File: config.mk
export PLATFORM = sky130hd
export DESIGN_NAME = thermo_slew_encoder
export DESIGN_NICKNAME = d
export VERILOG_FILES = /design/src/rtl/thermo_slew_encoder_pkg.sv /design/src/rtl/thermo_slew_encoder_step_timer.sv /design/src/rtl/thermo_slew_encoder.sv
export SDC_FILE = /design/constraint.sdc
export NUM_CORES = 1
export LEC_CHECK = 0
export BUFFER_PORTS_ARGS = -buffer_cell sky130_fd_sc_hd__buf_2
export CAP_MARGIN = 10
export CELL_PAD_IN_SITES_DETAIL_PLACEMENT = 0
export CELL_PAD_IN_SITES_GLOBAL_PLACEMENT = 1
export CORE_UTILIZATION = 43
export CTS_BUF_LIST = sky130_fd_sc_hd__clkbuf_4
export DETAILED_ROUTE_END_ITERATION = 6
export GPL_TIMING_DRIVEN = 0
export MAX_ROUTING_LAYER = met4
export PLACE_DENSITY_LB_ADDON = 0.1
export SLEW_MARGIN = 20
export SYNTH_ARGS = -nofsm -noshare
export SYNTH_HDL_FRONTEND = slang
export SYNTH_SLANG_ARGS = --single-unit
export TNS_END_PERCENT = 5
File: constraint.sdc
create_clock -name clk -period 2.65 [get_ports clk]
set_input_delay 0.53 -clock clk [delete_from_list [all_inputs] [get_ports clk]]
set_output_delay 0.53 -clock clk [all_outputs]
set_load 0.005 [all_outputs]
File: src/rtl/thermo_slew_encoder_pkg.sv
// Shared types and helpers for the thermometer slew encoder.
// Latency: none (types and pure functions only).
// Backpressure: not applicable.
//
// Contents: thermo_state_t FSM encoding, to_thermo() level-to-thermometer map.
package thermo_pkg;

  typedef enum logic [1:0] {
    IDLE      = 2'd0,
    RAMP_UP   = 2'd1,
    RAMP_DOWN = 2'd2
  } thermo_state_t;

  // Widest binary level the helper handles; callers zero-extend into it and
  // truncate the result down to their own 2**A_WIDTH-1 bits.
  localparam int MAX_A_WIDTH  = 8;
  localparam int THERMO_MAX_W = (1 << MAX_A_WIDTH) - 1;

  // Bit i of the result is set when i < lvl. Bits at or above the
  // 2**a_width-1 thermometer width are always cleared.
  function automatic logic [THERMO_MAX_W-1:0] to_thermo(
    input logic [MAX_A_WIDTH-1:0] lvl,
    input int                     a_width
  );
    logic [THERMO_MAX_W-1:0] res;
    res = '0;
    for (int i = 0; i < THERMO_MAX_W; i++) begin
      res[i] = (i < ((1 << a_width) - 1)) && (i < int'(lvl));
    end
    return res;
  endfunction

endpackage

File: src/rtl/thermo_slew_encoder_step_timer.sv
// Modulo-STEP_DIV step counter pacing the slew ramp.
// Latency: tick is combinational from the count; it is high in the last cycle of each period.
// Backpressure: none; counts only while en is high, clr has priority.
//
// Ports: clk, rst (sync, active-high), clr (restart period at 0),
//        en (advance count), tick (count == STEP_DIV-1 while enabled).
module step_timer
  import thermo_pkg::*;
#(
  parameter int STEP_DIV = 4
) (
  input  logic clk,
  input  logic rst,
  input  logic clr,
  input  logic en,
  output logic tick
);

  // A single-state counter still needs one flop to exist.
  localparam int CNT_W = (STEP_DIV > 1) ? $clog2(STEP_DIV) : 1;
  localparam logic [CNT_W-1:0] CNT_MAX = CNT_W'(STEP_DIV - 1);

  logic [CNT_W-1:0] cnt_q;
  logic [CNT_W-1:0] cnt_d;

  assign tick = en && (cnt_q == CNT_MAX);

  always_comb begin
    cnt_d = cnt_q;
    if (clr) begin
      cnt_d = '0;
    end else if (en) begin
      cnt_d = (cnt_q == CNT_MAX) ? '0 : cnt_q + CNT_W'(1);
    end
  end

  always_ff @(posedge clk) begin
    if (rst) begin
      cnt_q <= '0;
    end else begin
      cnt_q <= cnt_d;
    end
  end

endmodule

File: src/rtl/thermo_slew_encoder.sv
// Registered binary-to-thermometer encoder with direct jump or one-segment-per-STEP_DIV slew.
// Latency: direct mode 1 cycle; slew mode k*STEP_DIV cycles for a k-step move.
// Backpressure: a_ready is low while a ramp runs and during reset; targets offered then are ignored.
//
// Ports: clk, rst (sync, active-high); a_in/a_valid/a_ready/mode target handshake;
//        b_out thermometer code, level binary level, busy ramp active, done arrival pulse.
module thermo_slew_encoder
  import thermo_pkg::*;
#(
  parameter  int A_WIDTH  = 3,
  parameter  int STEP_DIV = 4,
  localparam int B_WIDTH  = (1 << A_WIDTH) - 1
) (
  input  logic               clk,
  input  logic               rst,
  input  logic [A_WIDTH-1:0] a_in,
  input  logic               a_valid,
  output logic               a_ready,
  input  logic               mode,
  output logic [B_WIDTH-1:0] b_out,
  output logic [A_WIDTH-1:0] level,
  output logic               busy,
  output logic               done
);

  thermo_state_t      state_q,  state_d;
  logic [A_WIDTH-1:0] level_q,  level_d;
  logic [A_WIDTH-1:0] target_q, target_d;
  logic               mode_q,   mode_d;
  logic [B_WIDTH-1:0] b_out_q,  b_out_d;
  logic               done_q,   done_d;

  logic accept;
  logic tick;

  assign a_ready = (state_q == IDLE) && !rst;
  assign accept  = a_valid && a_ready;

  assign b_out = b_out_q;
  assign level = level_q;
  assign busy  = (state_q != IDLE);
  assign done  = done_q;

  // Counter restarts on every accept so the first step lands exactly
  // STEP_DIV edges later; it only runs while a ramp is active.
  step_timer #(
    .STEP_DIV (STEP_DIV)
  ) u_step_timer (
    .clk  (clk),
    .rst  (rst),
    .clr  (accept),
    .en   (state_q != IDLE),
    .tick (tick)
  );

  always_comb begin
    state_d  = state_q;
    level_d  = level_q;
    target_d = target_q;
    mode_d   = mode_q;
    done_d   = 1'b0;

    case (state_q)
      IDLE: begin
        if (accept) begin
          target_d = a_in;
          mode_d   = mode;
          if (!mode || (a_in == level_q)) begin
            level_d = a_in;
            done_d  = 1'b1;
          end else if (a_in > level_q) begin
            state_d = RAMP_UP;
          end else begin
            state_d = RAMP_DOWN;
          end
        end
      end

      // Ramp states are only entered with mode_q set; direction is fixed by
      // the target so the level can never step past either end of its range.
      RAMP_UP: begin
        if (tick && mode_q) begin
          level_d = level_q + A_WIDTH'(1);
          if (level_d == target_q) begin
            state_d = IDLE;
            done_d  = 1'b1;
          end
        end
      end

      RAMP_DOWN: begin
        if (tick && mode_q) begin
          level_d = level_q - A_WIDTH'(1);
          if (level_d == target_q) begin
            state_d = IDLE;
            done_d  = 1'b1;
          end
        end
      end

      default: begin
        state_d = IDLE;
      end
    endcase

    // Decoded from the next level so b_out and level change on the same edge.
    b_out_d = B_WIDTH'(to_thermo(MAX_A_WIDTH'(level_d), A_WIDTH));
  end

  always_ff @(posedge clk) begin
    if (rst) begin
      state_q  <= IDLE;
      level_q  <= '0;
      target_q <= '0;
      mode_q   <= 1'b0;
      b_out_q  <= '0;
      done_q   <= 1'b0;
    end else begin
      state_q  <= state_d;
      level_q  <= level_d;
      target_q <= target_d;
      mode_q   <= mode_d;
      b_out_q  <= b_out_d;
      done_q   <= done_d;
    end
  end

endmodule

==> results_dict.tcl, run 1 <==
set metrics [dict create \
    dp.cells 176 \
    cts_buffers 3 \
    drc 0 \
    cp-end-kind "register" \
    synth-xor-area-share 0.0693 \
    routed_via_density 5.23 \
    cts_tree "yes" \
    root_buffer "clkbuf_4" \
    rsz0062_at_grt "no" \
    synth_top_area_frac 0.322 \
    min_path_type "reg2reg" \
    async_flop_share 0 \
    startpoint "state_q[0]" \
    ios 20 \
    yosys.area.top_type "dfxtp_1" \
    slew-limit-headroom 0.682 \
    wl_per_cell_um 13.0 \
    clock_path_buffers 2 \
    finClkSkew_ns 0.00372 \
    coreArea_sq_um 2480 \
    fp.dieW_um 53.0 \
    synth_most_common_cell "dfxtp_1" \
    required_ns 2.86 \
    slowest_delay_ns 0.45 \
    grt_antenna_before_repair 0 \
    crit_chain "inv_1 > ha_1 > clkbuf_1 > nor2_1 > o22ai_1 > a221o_1 > and3b_4 > and2_1" \
    first_iter_violations 17 \
    arrival_ns 2.33 \
    p_leak_nw 0.607 \
    port_buffers 19 \
    grt_start_max_net_pins 11 \
    synth_ff_type "dfxtp_1" \
    crit_family "compound AO/OA/AOI/OAI gates" \
    yosys.area_share.simple 0.221 \
    fmax_mhz 470 \
    clkLatencyLatePin_ns 0.30 \
    syn_inst 127 \
    synth_top_family_by_area "simple AND/OR/NAND/NOR gates" \
    wirelength_mm 2.34 \
    clk_pin_slew_ns 0.11 \
    grt_pass1_wl_mm 3.84 \
    period_share 0.803 \
    diodes 0 \
    crit_type "reg2reg" \
    ys_seq_elements 18 \
    synth_edf_count 0 \
    setup-violations-final 0 \
    ant_nets 0 \
    worst-path-buf-inv 2 \
    cts_hold_buffers 0 \
    syn_to_final_growth_pct 14.2 \
    peakVddDrop_uv 454 \
    cp-start-kind "register" \
    r2r-start "state_q[0]" \
    finalNonFillerCells 180 \
    status "finished clean" \
    num_vias 942 \
    cts.sinks 18 \
    critPathSlowestCell "a221o_1" \
    htree_levels 1 \
    synth.net_count 145 \
    drive_gt1_frac 0.200 \
    worstMarginPinSlew_ns 0.474 \
    yosysWarnings 0 \
    fillCellCount 268 \
    syn-cell-area_sq_um 1120 \
    muxShareOfSynthArea 0.0637 \
    dieArea_sq_um 2810 \
    cts_setup_buffers 0 \
    min_period_ns 2.13 \
    grt_pass1_vias 801 \
    min_from "u_step_timer.cnt_q[1]" \
    synth_compound_area_frac 0.136 \
    hold_viol_final 0 \
    final_util 0.516 \
    powerDensity_nw_per_um2 704 \
    final_nets 169 \
    gr-total-overflow 0 \
    initial_utilization 0.452 \
    synth_fa_ha_area_frac 0.123 \
    syn_avg_cell_area_sq_um 8.82 \
    finalSetupTns_ns 0 \
    first_pass_iters 4 \
    cts_resized 0 \
    crit_fanout 9 \
    ys_top_cells_by_area "dfxtp_1 32%, ha_1 12%, nor2_1 5.7%" \
    place_congestion 0.789 \
    num_rows 18 \
    ys_seq_area_frac 0.322 \
    fp.dieH_um 53.0 \
    grt_util_all_layers 0.197 \
    yosys-top-cells-count "18 x dfxtp_1, 17 x nor2_1, 11 x ha_1" \
    maxCapViolations 0 \
    dp_hpwl_mm 1.87 \
    slew_viol_final 0 \
    synth.distinct_cells 38 \
]
## kinds of logic after synthesis
family | Yosys count
DFF | 18
buffers and inverters | 16
and+or+nand+nor | 45
xor gates and xnor gates | 8
muxes | 7
AOI/OAI and AO/OA | 22
adders and majority gates | 11
## sequential cells by signal, summed over array words and instances (netlist names)
name and flops:
b_out 7, target_q 3, level 2, state_q 2, u_step_timer.cnt_q 2, done 1, mode_q 1
## power breakdown
group	switching (mW)	total, mW	internal [mW]
registers	0.0328	0.343	0.310
logic	0.230	0.411	0.182
clock network	0.0908	0.146	0.0550
## layer usage
metal  GRT usage  wire (um)  up-vias  share of wire
li1            -          -      483              -
met1       0.277       1200      435           0.51
met2       0.281       1020       19           0.44
met3      0.0345         87        5          0.037
met4      0.0658         38        0          0.016
met5           -          0        -              0
## worst register-to-register path, stage by stage (launching register included)
cell,delay [ns]
dfxtp_1,0.40
inv_1,0.10
ha_1,0.20
clkbuf_1,0.20
nor2_1,0.20
o22ai_1,0.15
a221o_1,0.45
and3b_4,0.22
and2_1,0.12
## metrics by stage
stage	total power [mW]	cell area [sq um]	hold WS [ns]	setup slack, ns
after floorplan	0.653	1120	0.452	0.735
after global placement	0.747	1250	0.463	0.597
after detailed placement	0.761	1250	0.478	0.552
after CTS	0.905	1280	0.493	0.531
after global routing	0.976	1280	0.497	0.383
final	0.900	1280	0.489	0.522
## cells in the final DEF, fill, tap and decap left out, types with 2 or more instances in the layout
cell type  Yosys  routed
nand4_1        2       2
ha_1          11      11
nand3_1        3       3
inv_1         10      10
nor2_1        17      17
nand2_1        6       6
xnor2_1        4       4
clkbuf_1       3       3
o21ai_0        3       3
nand2b_1       4       4
xor2_1         3       3
a221o_1        2       2
a22o_1         2       2
mux2i_1        6       6
a21oi_1        5       5
clkbuf_4       0       3
dfxtp_1       18      18
o22ai_1        2       2
o21a_1         3       3
nor4b_1        2       2
nor2b_1        3       3
buf_2          1      20
## final cells by class
type | count | area, sq um | share of cell area
Multi-Input combinational cell | 93 | 687 | 0.537
Sequential cell | 18 | 360 | 0.282
Timing Repair Buffer | 19 | 95.1 | 0.0744
Inverter | 10 | 37.5 | 0.0294
Tap cell | 30 | 37.5 | 0.0294
Buffer | 6 | 35.0 | 0.0274
Clock buffer | 3 | 22.5 | 0.0176
Clock inverter | 1 | 3.75 | 0.00294
## worst paths after layout
check                          endpoint  slack (ns)  depth (start not counted)
setup reg to reg               b_out[6]        0.52                          8
hold / removal    u_step_timer.cnt_q[1]        0.49                          2
setup / recovery               b_out[6]        0.52                          8
hold reg to reg   u_step_timer.cnt_q[1]        0.49                          2
No activity file was read; power rests on OpenSTA's default activity.
==> run 2: changes to the inputs <==
Settings changed: CORE_UTILIZATION 43 to 39.
Clock period 2.65 ns to 1.9 ns, I/O delays scaled along.
==> results_dict.tcl, run 2 (synthesis results as in run 1) <==
set metrics [dict create \
    status "finished clean" \
    crit_type "reg2reg" \
    first_pass_iters 4 \
    hold_viol_final 0 \
    drive_gt1_frac 0.392 \
    first_iter_violations 13 \
    regToRegSetupSlack_ns 0.03 \
    coreArea_sq_um 2730 \
    cp-start-kind "register" \
    cts_tree "yes" \
    fillCellCount 275 \
    initial_utilization 0.410 \
    maxCapViolations 0 \
    arrival_ns 2.08 \
    ant_nets 0 \
    place_congestion 0.816 \
    port_buffers 19 \
    htree_levels 1 \
    cp-end-kind "register" \
    finClkSkew_ns 0.00998 \
    largest_reg_flops 7 \
    slew_viol_final 0 \
    powerDensity_nw_per_um2 983 \
    routed_via_density 5.19 \
    required_ns 2.11 \
    final_nets 172 \
    num_vias 955 \
    fp.dieH_um 55.6 \
    dieArea_sq_um 3090 \
    grt_antenna_before_repair 0 \
    cts_hold_buffers 0 \
    grt_start_max_net_pins 11 \
    cts_buffers 3 \
    grt_pass1_wl_mm 4.08 \
    min_path_type "in2reg" \
    clkLatencyLatePin_ns 0.31 \
    diodes 0 \
    min_period_ns 1.87 \
    ios 20 \
    worstMarginPinSlew_ns 0.405 \
    root_buffer "clkbuf_4" \
    rsz0062_at_grt "yes" \
    drc 0 \
    peakVddDrop_uv 599 \
    finalSetupTns_ns 0 \
    period_share 0.984 \
    final_cell_mix "19 x buf_2, 14 x nor2_1, 13 x dfxtp_1" \
    fp.dieW_um 55.6 \
    hold_ws_ns 0.354 \
    final_common_cell "buf_2" \
    p_leak_nw 0.645 \
    grt_pass1_vias 905 \
    wirelength_mm 2.52 \
    setup-violations-final 0 \
    clk_pin_slew_ns 0.11 \
    fmax_mhz 535 \
    wl_per_cell_um 13.7 \
    grt_util_all_layers 0.174 \
    crit_fanout 7 \
    syn_to_final_growth_pct 26.9 \
    slew-limit-headroom 0.730 \
    clock_path_buffers 2 \
    gr-total-overflow 0 \
    dp_hpwl_mm 1.85 \
    cts.sinks 18 \
    num_rows 19 \
]
[run 2: per-stage QoR]
step | area, sq um | worst slack [ns] | instances | utilization | power, mW
after floorplan | 1120 | 0.0351 | 127 | - | 0.912
after global placement | 1250 | -0.172 | 177 | 0.459 | 1.05
after detailed placement | 1250 | -0.200 | 177 | 0.459 | 1.06
after CTS | 1280 | -0.0475 | 180 | 0.470 | 1.27
after global routing | 1420 | -0.0545 | 184 | 0.520 | 1.50
final | 1420 | 0.0313 | 184 | 0.520 | 1.40
[run 2: area by class of cell]
type,instances,area [sq um],area share
Multi-Input combinational cell,93,778,0.548
Sequential cell,18,374,0.263
Timing Repair Buffer,24,133,0.0933
Tap cell,31,38.8,0.0273
Inverter,10,37.5,0.0264
Buffer,4,33.8,0.0238
Clock buffer,3,22.5,0.0158
Clock inverter,1,3.75,0.00264
[run 2: what timing repair did]
item,CTS,global route
resized for setup,4,27
endpoints found under the setup margin,12,13
buffers inserted,0,5
pin swaps,1,5
[run 2: critical path, stage by stage, from the launching register on]
cell and delay [ns]:
dfxtp_4 0.38, ha_2 0.25, nor4b_2 0.25, o22ai_2 0.12, a221o_1 0.43, buf_4 0.16
o21a_1 0.17
[run 2: layer usage]
layer | GRT usage | vias to the layer above | wire, um | share of wire
li1 | - | 491 | - | -
met1 | 0.229 | 434 | 1240 | 0.49
met2 | 0.270 | 24 | 1150 | 0.46
met3 | 0.0209 | 6 | 85 | 0.034
met4 | 0.0750 | 0 | 40 | 0.016
met5 | - | - | 0 | 0
[run 2: report_power, final]
group	switching (mW)	internal [mW]
clock network	0.132	0.0769
logic	0.355	0.341
registers	0.0518	0.440
total	0.539	0.858
[run 2: worst paths after layout]
check / start / to / cells after the start
setup / recovery: state_q[0] / b_out[4] / 6
hold / removal: a_in[2] / target_q[2] / 3
setup reg to reg: state_q[0] / b_out[4] / 6
hold reg to reg: u_step_timer.cnt_q[1] / u_step_timer.cnt_q[1] / 2
